File: src/rtl/cam_config_seq.sv
// Camera register configuration sequencer: replays a ROM table of SCCB writes
// for each camera in turn, with table-embedded delays and per-entry NACK retry.
module cam_config_seq #(
  parameter int unsigned CLK_FREQ    = 25000000,
  parameter int unsigned I2C_ADDR_16 = 0,
  parameter int unsigned NUM_CAMS    = 2,
  parameter int unsigned ROM_AW      = 10,
  parameter int unsigned MAX_RETRY   = 3,
  localparam int unsigned CW = (NUM_CAMS > 1) ? $clog2(NUM_CAMS) : 1,
  localparam int unsigned DW = 16 + 8 * I2C_ADDR_16
) (
  input  logic              clk,
  input  logic              rst_n,
  input  logic              start,
  output logic [ROM_AW-1:0] rom_addr,
  input  logic [DW-1:0]     rom_data,
  output logic [CW-1:0]     cam_sel,
  input  logic              sccb_ready,
  input  logic              sccb_nack,
  output logic [DW-9:0]     sccb_addr,
  output logic [7:0]        sccb_data,
  output logic              sccb_start,
  output logic              busy,
  output logic              done,
  output logic              error,
  output logic [CW-1:0]     err_cam
);

  localparam int unsigned RW = (MAX_RETRY > 0) ? $clog2(MAX_RETRY + 1) : 1;
  localparam logic [RW-1:0] RETRY_MAX = RW'(MAX_RETRY);
  localparam logic [CW-1:0] LAST_CAM  = CW'(NUM_CAMS - 1);
  localparam logic [31:0]   T_50MS    = 32'(CLK_FREQ / 20);
  localparam logic [31:0]   T_10MS    = 32'(CLK_FREQ / 100);

  typedef enum logic [3:0] {
    IDLE, FETCH, DECODE, SEND, WAIT_LO, WAIT_HI, TIMER, NEXT_CAM, FIN
  } state_t;

  state_t            state, state_d;
  logic [ROM_AW-1:0] rom_addr_d;
  logic [CW-1:0]     cam_sel_d, err_cam_d;
  logic [RW-1:0]     retry, retry_d;
  logic [31:0]       timer, timer_d;
  logic [DW-9:0]     sccb_addr_d;
  logic [7:0]        sccb_data_d;
  logic              sccb_start_d, busy_d, done_d, error_d;
  logic [1:0]        lo_cnt, lo_cnt_d;
  logic              ret_cam, ret_cam_d;

  // State and datapath registers
  always_ff @(posedge clk or negedge rst_n) begin
    if (!rst_n) begin
      state      <= IDLE;
      rom_addr   <= '0;
      cam_sel    <= '0;
      retry      <= '0;
      timer      <= '0;
      sccb_addr  <= '0;
      sccb_data  <= '0;
      sccb_start <= 1'b0;
      busy       <= 1'b0;
      done       <= 1'b0;
      error      <= 1'b0;
      err_cam    <= '0;
      lo_cnt     <= '0;
      ret_cam    <= 1'b0;
    end else begin
      state      <= state_d;
      rom_addr   <= rom_addr_d;
      cam_sel    <= cam_sel_d;
      retry      <= retry_d;
      timer      <= timer_d;
      sccb_addr  <= sccb_addr_d;
      sccb_data  <= sccb_data_d;
      sccb_start <= sccb_start_d;
      busy       <= busy_d;
      done       <= done_d;
      error      <= error_d;
      err_cam    <= err_cam_d;
      lo_cnt     <= lo_cnt_d;
      ret_cam    <= ret_cam_d;
    end
  end

  // Next-state and next-output logic
  always_comb begin
    state_d      = state;
    rom_addr_d   = rom_addr;
    cam_sel_d    = cam_sel;
    retry_d      = retry;
    timer_d      = timer;
    sccb_addr_d  = sccb_addr;
    sccb_data_d  = sccb_data;
    sccb_start_d = 1'b0;
    busy_d       = busy;
    done_d       = done;
    error_d      = error;
    err_cam_d    = err_cam;
    lo_cnt_d     = lo_cnt;
    ret_cam_d    = ret_cam;

    case (state)
      IDLE: begin
        if (start) begin
          done_d     = 1'b0;
          error_d    = 1'b0;
          err_cam_d  = '0;
          rom_addr_d = '0;
          cam_sel_d  = '0;
          retry_d    = '0;
          busy_d     = 1'b1;
          state_d    = FETCH;
        end
      end
      FETCH: state_d = DECODE;
      DECODE: begin
        if (rom_data[15:0] == 16'hFFFF) begin
          timer_d   = T_50MS;
          ret_cam_d = 1'b1;
          state_d   = TIMER;
        end else if (rom_data[15:0] == 16'hFFF0) begin
          timer_d    = T_10MS;
          ret_cam_d  = 1'b0;
          rom_addr_d = rom_addr + ROM_AW'(1);
          state_d    = TIMER;
        end else begin
          sccb_addr_d = rom_data[DW-1:8];
          sccb_data_d = rom_data[7:0];
          state_d     = SEND;
        end
      end
      // The start pulse is issued and retired while still in SEND
      SEND: begin
        if (sccb_start) begin
          lo_cnt_d = '0;
          state_d  = WAIT_LO;
        end else if (sccb_ready) begin
          sccb_start_d = 1'b1;
        end
      end
      WAIT_LO: begin
        if (!sccb_ready || lo_cnt == 2'd3) state_d = WAIT_HI;
        else lo_cnt_d = lo_cnt + 2'd1;
      end
      WAIT_HI: begin
        if (sccb_ready) begin
          if (!sccb_nack) begin
            rom_addr_d = rom_addr + ROM_AW'(1);
            retry_d    = '0;
            state_d    = FETCH;
          end else if (retry < RETRY_MAX) begin
            retry_d = retry + RW'(1);
            state_d = SEND;
          end else begin
            error_d   = 1'b1;
            err_cam_d = cam_sel;
            state_d   = FIN;
          end
        end
      end
      TIMER: begin
        if (timer == 32'd0) state_d = ret_cam ? NEXT_CAM : FETCH;
        else timer_d = timer - 32'd1;
      end
      NEXT_CAM: begin
        if (cam_sel != LAST_CAM) begin
          cam_sel_d  = cam_sel + CW'(1);
          rom_addr_d = '0;
          state_d    = FETCH;
        end else begin
          state_d = FIN;
        end
      end
      FIN: begin
        done_d  = 1'b1;
        busy_d  = 1'b0;
        state_d = IDLE;
      end
      default: state_d = IDLE;
    endcase
  end

endmodule

File: config.mk
export PLATFORM = sky130hd
export DESIGN_NAME = cam_config_seq
export DESIGN_NICKNAME = d
export VERILOG_FILES = /design/src/rtl/cam_config_seq.sv
export SDC_FILE = /design/constraint.sdc
export NUM_CORES = 1
export LEC_CHECK = 0
export ABC_AREA = 1
export CAP_MARGIN = 20
export CORE_MARGIN = 1
export CORE_UTILIZATION = 45
export CTS_BUF_LIST = sky130_fd_sc_hd__clkbuf_8
export CTS_CLUSTER_SIZE = 12
export DETAILED_ROUTE_END_ITERATION = 8
export GPL_TIMING_DRIVEN = 0
export PLACE_DENSITY = 0.69
export SKIP_LAST_GASP = 1
export SYNTH_ARGS = -nofsm -noshare
export SYNTH_HDL_FRONTEND = slang
export SYNTH_SLANG_ARGS = --single-unit
File: constraint.sdc
create_clock -name clk -period 1.8 [get_ports clk]
set_input_delay 0.36 -clock clk [delete_from_list [all_inputs] [get_ports clk]]
set_output_delay 0.36 -clock clk [all_outputs]
set_load 0.02 [all_outputs]
# Yosys cells after proc, flatten, opt, wreduce, memory -nomap -nowiden
# Cells that the tools add are included.
dict set report op_classes {
  addsub 5
  magnitude_cmp 1
  n_eq_ne 26
  muxes 50
  n_bitwise 2
  n_reduce_logical 21
}
# cell count
set ops {}
lappend ops {{2-to-1 mux 32 bit} 3}
lappend ops {{case mux 32 bit (2 select lines)} 1}
lappend ops {{2-to-1 mux 10 bit} 6}
lappend ops {{case mux 10 bit (4 select lines)} 1}
lappend ops {{equality test 16 bit, second input constant} 2}
lappend ops {{logical NOT 32 bit} 1}
lappend ops {{2-to-1 mux 4 bit} 8}
lappend ops {{case mux 4 bit (8 select lines)} 1}
lappend ops {{subtractor 32 x 1 -> 32 bit, second input constant} 1}
lappend ops {{inequality test 2 bit, second input constant} 13}
lappend ops {{equality test 4 x 3 -> 1 bit, second input constant} 4}
lappend ops {{2-to-1 mux 1 bit} 14}
lappend ops {{2-to-1 mux 2 bit} 6}
lappend ops {{nonzero test 2 bit} 6}
lappend ops {{adder 10 x 1 -> 10 bit, second input constant} 1}
lappend ops {{case mux 1 bit (2 select lines)} 5}
lappend ops {{AND reduction 5 bit} 2}
lappend ops {{2-to-1 mux 3 bit} 3}
lappend ops {{AND reduction 3 bit} 3}
lappend ops {{equality test 4 x 2 -> 1 bit, second input constant} 2}
lappend ops {{case mux 2 bit (2 select lines)} 2}
lappend ops {{AND reduction 7 bit} 1}
lappend ops {{inequality test 3 bit, second input constant} 2}
lappend ops {{AND reduction 2 bit} 3}
lappend ops {{12 further kinds} 14}
dict set report word_totals {
  ff_bits 73
  output_inout_bits 32
  elab_cells 119
}

# Logic depth before layout (Yosys ltp)
# Gate-level depths: netlist (run 1).
dict set report logic_depth {
  ltp_word 5
  ltp_mapped 11
  mapped_depth_nobuf 10
}

# Worst setup path before layout (run 1)
# Ideal clock, no wire load.
dict set report synth_path {
  kind {flip-flop to flip-flop}
  startpoint {register timer[0]}
  endpoint {register timer[12]}
  arrival_time_ns 1.605
  t_required_ns 1.677
  setup_slack_ns 0.072
  path_stages_with_launch 11
  path_cell_list {dfrtp_1 inv_1 ha_1 nand2_2 nor2_4 nand2_2 o21ai_2 nand2_2 buf_4 o21ai_0 nand2_1}
}
dict set report synth_via {
  elab_chain_len 3
  elab_cells_between_ends 6
  cone_classes {add/sub: 1; eq/ne: 1; mux: 2; reduce/logical: 2}
}
# element line
set synth_lines {}
lappend synth_lines {{start, declared} 43} ;# logic [31:0] timer, timer_d;
lappend synth_lines {{start signal, assigned} 72} ;# timer <= timer_d;
lappend synth_lines {{subtractor 32 x 1 -> 32 bit or logical NOT 32 bit (tied branches)} {163, 162}}
lappend synth_lines {{2-to-1 mux 32 bit or inequality test 2 bit (tied branches)} --}
lappend synth_lines {{case mux 32 bit (2 select lines) or AND reduction 3 bit (tied branches)} --}
# Parallel ways exist; a longest one is shown, timed or not. The select of a mux whose other input is x is not followed.
# A chain may end at the register's enable or synchronous reset.

# Worst setup path in the final report (run 1)
dict set report layout_path {
  startpoint {register timer[16]}
  endpoint {register timer[23]}
}
# Same word-level chain as after synthesis.

==> flow_metrics.tcl, run 1 <==
set metrics [dict create \
    drcViolationCount 0 \
    grt_max_degree 50 \
    antenna_found_initial 0 \
    violations "negative setup slack" \
    htreeDepth 3 \
    wirelength_mm 11.5 \
    fmax_mhz 555 \
    dr.pass1.iters 5 \
    cp_cell_sequence "nor2_2, nand2_1, nor2_2, nand2_2, nor2_4, nor2_4, nor2_8, clkbuf_16, nand2_1, o21ai_2" \
    setup_ws_ns -0.00234 \
    ys_ff_latch 73 \
    grt_overflow 0 \
    timing.hold.worst.class "in -> async" \
    p_leak_nw 2.83 \
    rr_endpoint "timer[23]" \
    hpwlAfterDp_mm 7.90 \
    slowest_stage "dfrtp_2" \
    pre_cts_ws_ns -0.475 \
    syn_to_final_growth_pct 30.5 \
    cts_buffer_depth 2 \
    layout.cells.non_filler 859 \
    cp_max_fo 7 \
    netlist_area_um2 4430 \
    synthesis.nets 666 \
    crit_buf_inv 1 \
    place.gp.congestion 0.868 \
    max_stage_delay_ns 0.45 \
    ys_types 31 \
    coreArea_um2 9370 \
    ys_seq_area_frac 0.413 \
    finClkSkew_ns 0.0107 \
    outcome "finished, violations left" \
    finalHoldViolCount 0 \
    syn_avg_cell_area_um2 6.91 \
    finalCriticalPeriod_ns 1.80 \
    dr_wl_met2_mm 5.35 \
    critPathKind "reg -> reg" \
    tns_ns -0.00234 \
    io_buffer_count 52 \
    cts_sinks 73 \
    grt.total_usage 0.232 \
    worstReg2RegStart "timer[16]" \
    nets 752 \
    drt_iter0_drc 208 \
    end_kind "register" \
    max_cap_viol_count 0 \
    first_global_vias 3940 \
    root_buffer "clkbuf_8" \
    postRouteAntennaNets 0 \
    crit_start "timer[16]" \
    met3WireLength_um 540 \
    drive_above_1_share 0.156 \
    required_ns 2.09 \
    arrival_ns 2.09 \
    finalCritPeriodShare 1.00 \
    wl_per_cell_um 13.4 \
    insertedDiodeCount 0 \
    crit_family "simple AND/OR/NAND/NOR gates" \
    die_h_um 101 \
    routed-via-count 4377 \
    cts_made_buffers 9 \
    via_per_inst 5.10 \
    dp.cells 823 \
    yosysWarnings 0 \
    tightest_slew_ns 0.494 \
    cp.depth 10 \
    start_kind "register" \
    setup_viol 1 \
    drt-met1-wl_mm 5.30 \
    finalMaxSlewViolations 0 \
    r2r_cells 10 \
    start_util 0.472 \
    cts_tree "built" \
    endpoint "timer[23]" \
    grt_pass1_wl_mm 18.5 \
    fin_util 0.617 \
    syn-instance-count 641 \
    p_per_area_nw_per_um2 1370 \
    grt_setup_unrepaired "yes" \
    clkLatencyLatePin_ns 0.36 \
    clk_pin_slew_worst_paths_ns 0.08 \
    vdd_ir_drop_max_uv 651 \
    timing.hold.ws_ns 0.456 \
    row_count 35 \
    highest_layer "met4" \
    fp.dieW_um 101 \
    regToRegSetupSlack_ns -0.002 \
    max_slew_margin 0.671 \
    dieArea_um2 10200 \
    io_pins 53 \
]
-- flip-flops by register name, summed over array words and instances (netlist names) --
signal	count
timer	32
rom_addr	10
cam_sel	1
ret_cam	1
retry	2
err_cam	1
state	4
sccb_data	8
lo_cnt	2
busy	1
sccb_start	1
sccb_addr	8
error	1
done	1
-- worst min path at each step --
stage                     depth (start not counted)  slack, ns     from   endpoint
final                                             2       0.46    rst_n  timer[14]
after global routing                              2       0.48    rst_n   timer[3]
after CTS                                         2       0.46    rst_n  timer[22]
after detailed placement                          1       0.30    rst_n   timer[3]
after global placement                            2       0.46  ret_cam    ret_cam
after floorplan                                   0       0.06    rst_n       busy
-- per-stage QoR --
| step | power [W] | area, µm² |
|---|---|---|
| after CTS | 0.00748 | 5460 |
| after global placement | 0.00572 | 5110 |
| after detailed placement | 0.00579 | 5130 |
| after global routing | 0.00848 | 5780 |
| after floorplan | 0.00466 | 4430 |
| final | 0.00790 | 5780 |
-- synthesized netlist by cell type --
cell / n / area (µm²)
xor2_1: 9 / 78.8
nor2_1: 98 / 368
o21ai_1: 11 / 55.1
o21bai_1: 8 / 60.1
xnor2_1: 6 / 52.6
inv_2: 3 / 11.3
o21ai_0: 18 / 90.1
nor2_2: 7 / 43.8
nand4_2: 1 / 12.5
nand2_2: 4 / 25.0
nand3b_1: 4 / 30.0
nor2b_1: 1 / 6.26
nor2_4: 3 / 33.8
nand3_1: 48 / 240
o21a_1: 1 / 7.51
buf_4: 2 / 15.0
buf_6: 3 / 33.8
nor4_1: 1 / 6.26
o22ai_1: 3 / 18.8
nand4_1: 7 / 43.8
ha_1: 4 / 50.1
o21ai_2: 8 / 70.1
buf_2: 2 / 10.0
nand2_1: 241 / 905
nor3_1: 4 / 20.0
inv_1: 54 / 203
clkbuf_1: 3 / 11.3
dfrtp_1: 73 / 1830
a21oi_1: 10 / 50.1
nor2_8: 1 / 20.0
nand3_2: 3 / 30.0
-- power by group --
group          internal (W)  leakage, nW  total, W  switching [W]
logic               0.00149         1.77   0.00390        0.00240
registers           0.00207        0.950   0.00245       0.000386
clock network      0.000908        0.111   0.00155       0.000641
total               0.00447         2.83   0.00790        0.00343
-- layout make-up --
| cell class | count | area [µm²] |
|---|---|---|
| Fill cell | 886 | 3590 |
| Multi-Input combinational cell | 502 | 2500 |
| Clock buffer | 9 | 124 |
| Clock inverter | 5 | 106 |
| Timing Repair Buffer | 74 | 752 |
| Tap cell | 129 | 161 |
| Sequential cell | 73 | 1830 |
| Buffer | 10 | 87.6 |
| Inverter | 57 | 216 |
-- cells by family after synthesis --
logic type,count (synthesis),synth area share
flip-flops,73,0.413
AND/OR/NAND/NOR,423,0.403
buffers and inverters,67,0.0641
AO/OA/AOI/OAI,59,0.0794
XOR/XNOR,15,0.0297
adder cells (fa/ha/maj),4,0.0113
-- cell usage in the layout (no fill, tap or decap), drive strengths merged --
| cell | instances |
|---|---|
| nor3 | 4 |
| inv | 57 |
| nand2 | 245 |
| nor4 | 1 |
| buf | 27 |
| bufinv | 3 |
| o22ai | 3 |
| nand4 | 8 |
| nand3 | 51 |
| a21oi | 10 |
| dlymetal6s2s | 5 |
| clkinvlp | 1 |
| clkdlybuf4s50 | 45 |
| nor2 | 110 |
| o21bai | 8 |
| nor2b | 1 |
| clkinv | 1 |
| o21a | 1 |
| dfrtp | 73 |
| clkbuf | 14 |
| dlygate4sd3 | 1 |
| nand3b | 4 |
| xnor2 | 6 |
| o21ai | 37 |
| dlygate4sd2 | 1 |
| xor2 | 9 |
| ha | 4 |
-- layer usage --
layer	vias up	GRT usage
li1	2203	-
met1	2043	0.320
met5	-	0
met3	23	0.0462
met2	108	0.355
met4	0	0.101
-- repair_timing --
action | CTS | global route
endpoints found under the hold margin | 24 | 0
setup buffers | 6 | 12
hold buffers | 1 | 0
gates resized for setup | 10 | 61
endpoints found under the setup margin | 47 | 63
gates cloned | 0 | 3
pin swaps | 3 | 15
Power figures use the tool's default switching activity.
==> inputs of run 2 (changes only) <==
GPL_ROUTABILITY_DRIVEN = 0   (was not set)
==> results of run 2 <==
Final layout, timing and power as in run 1 (identical DEF).
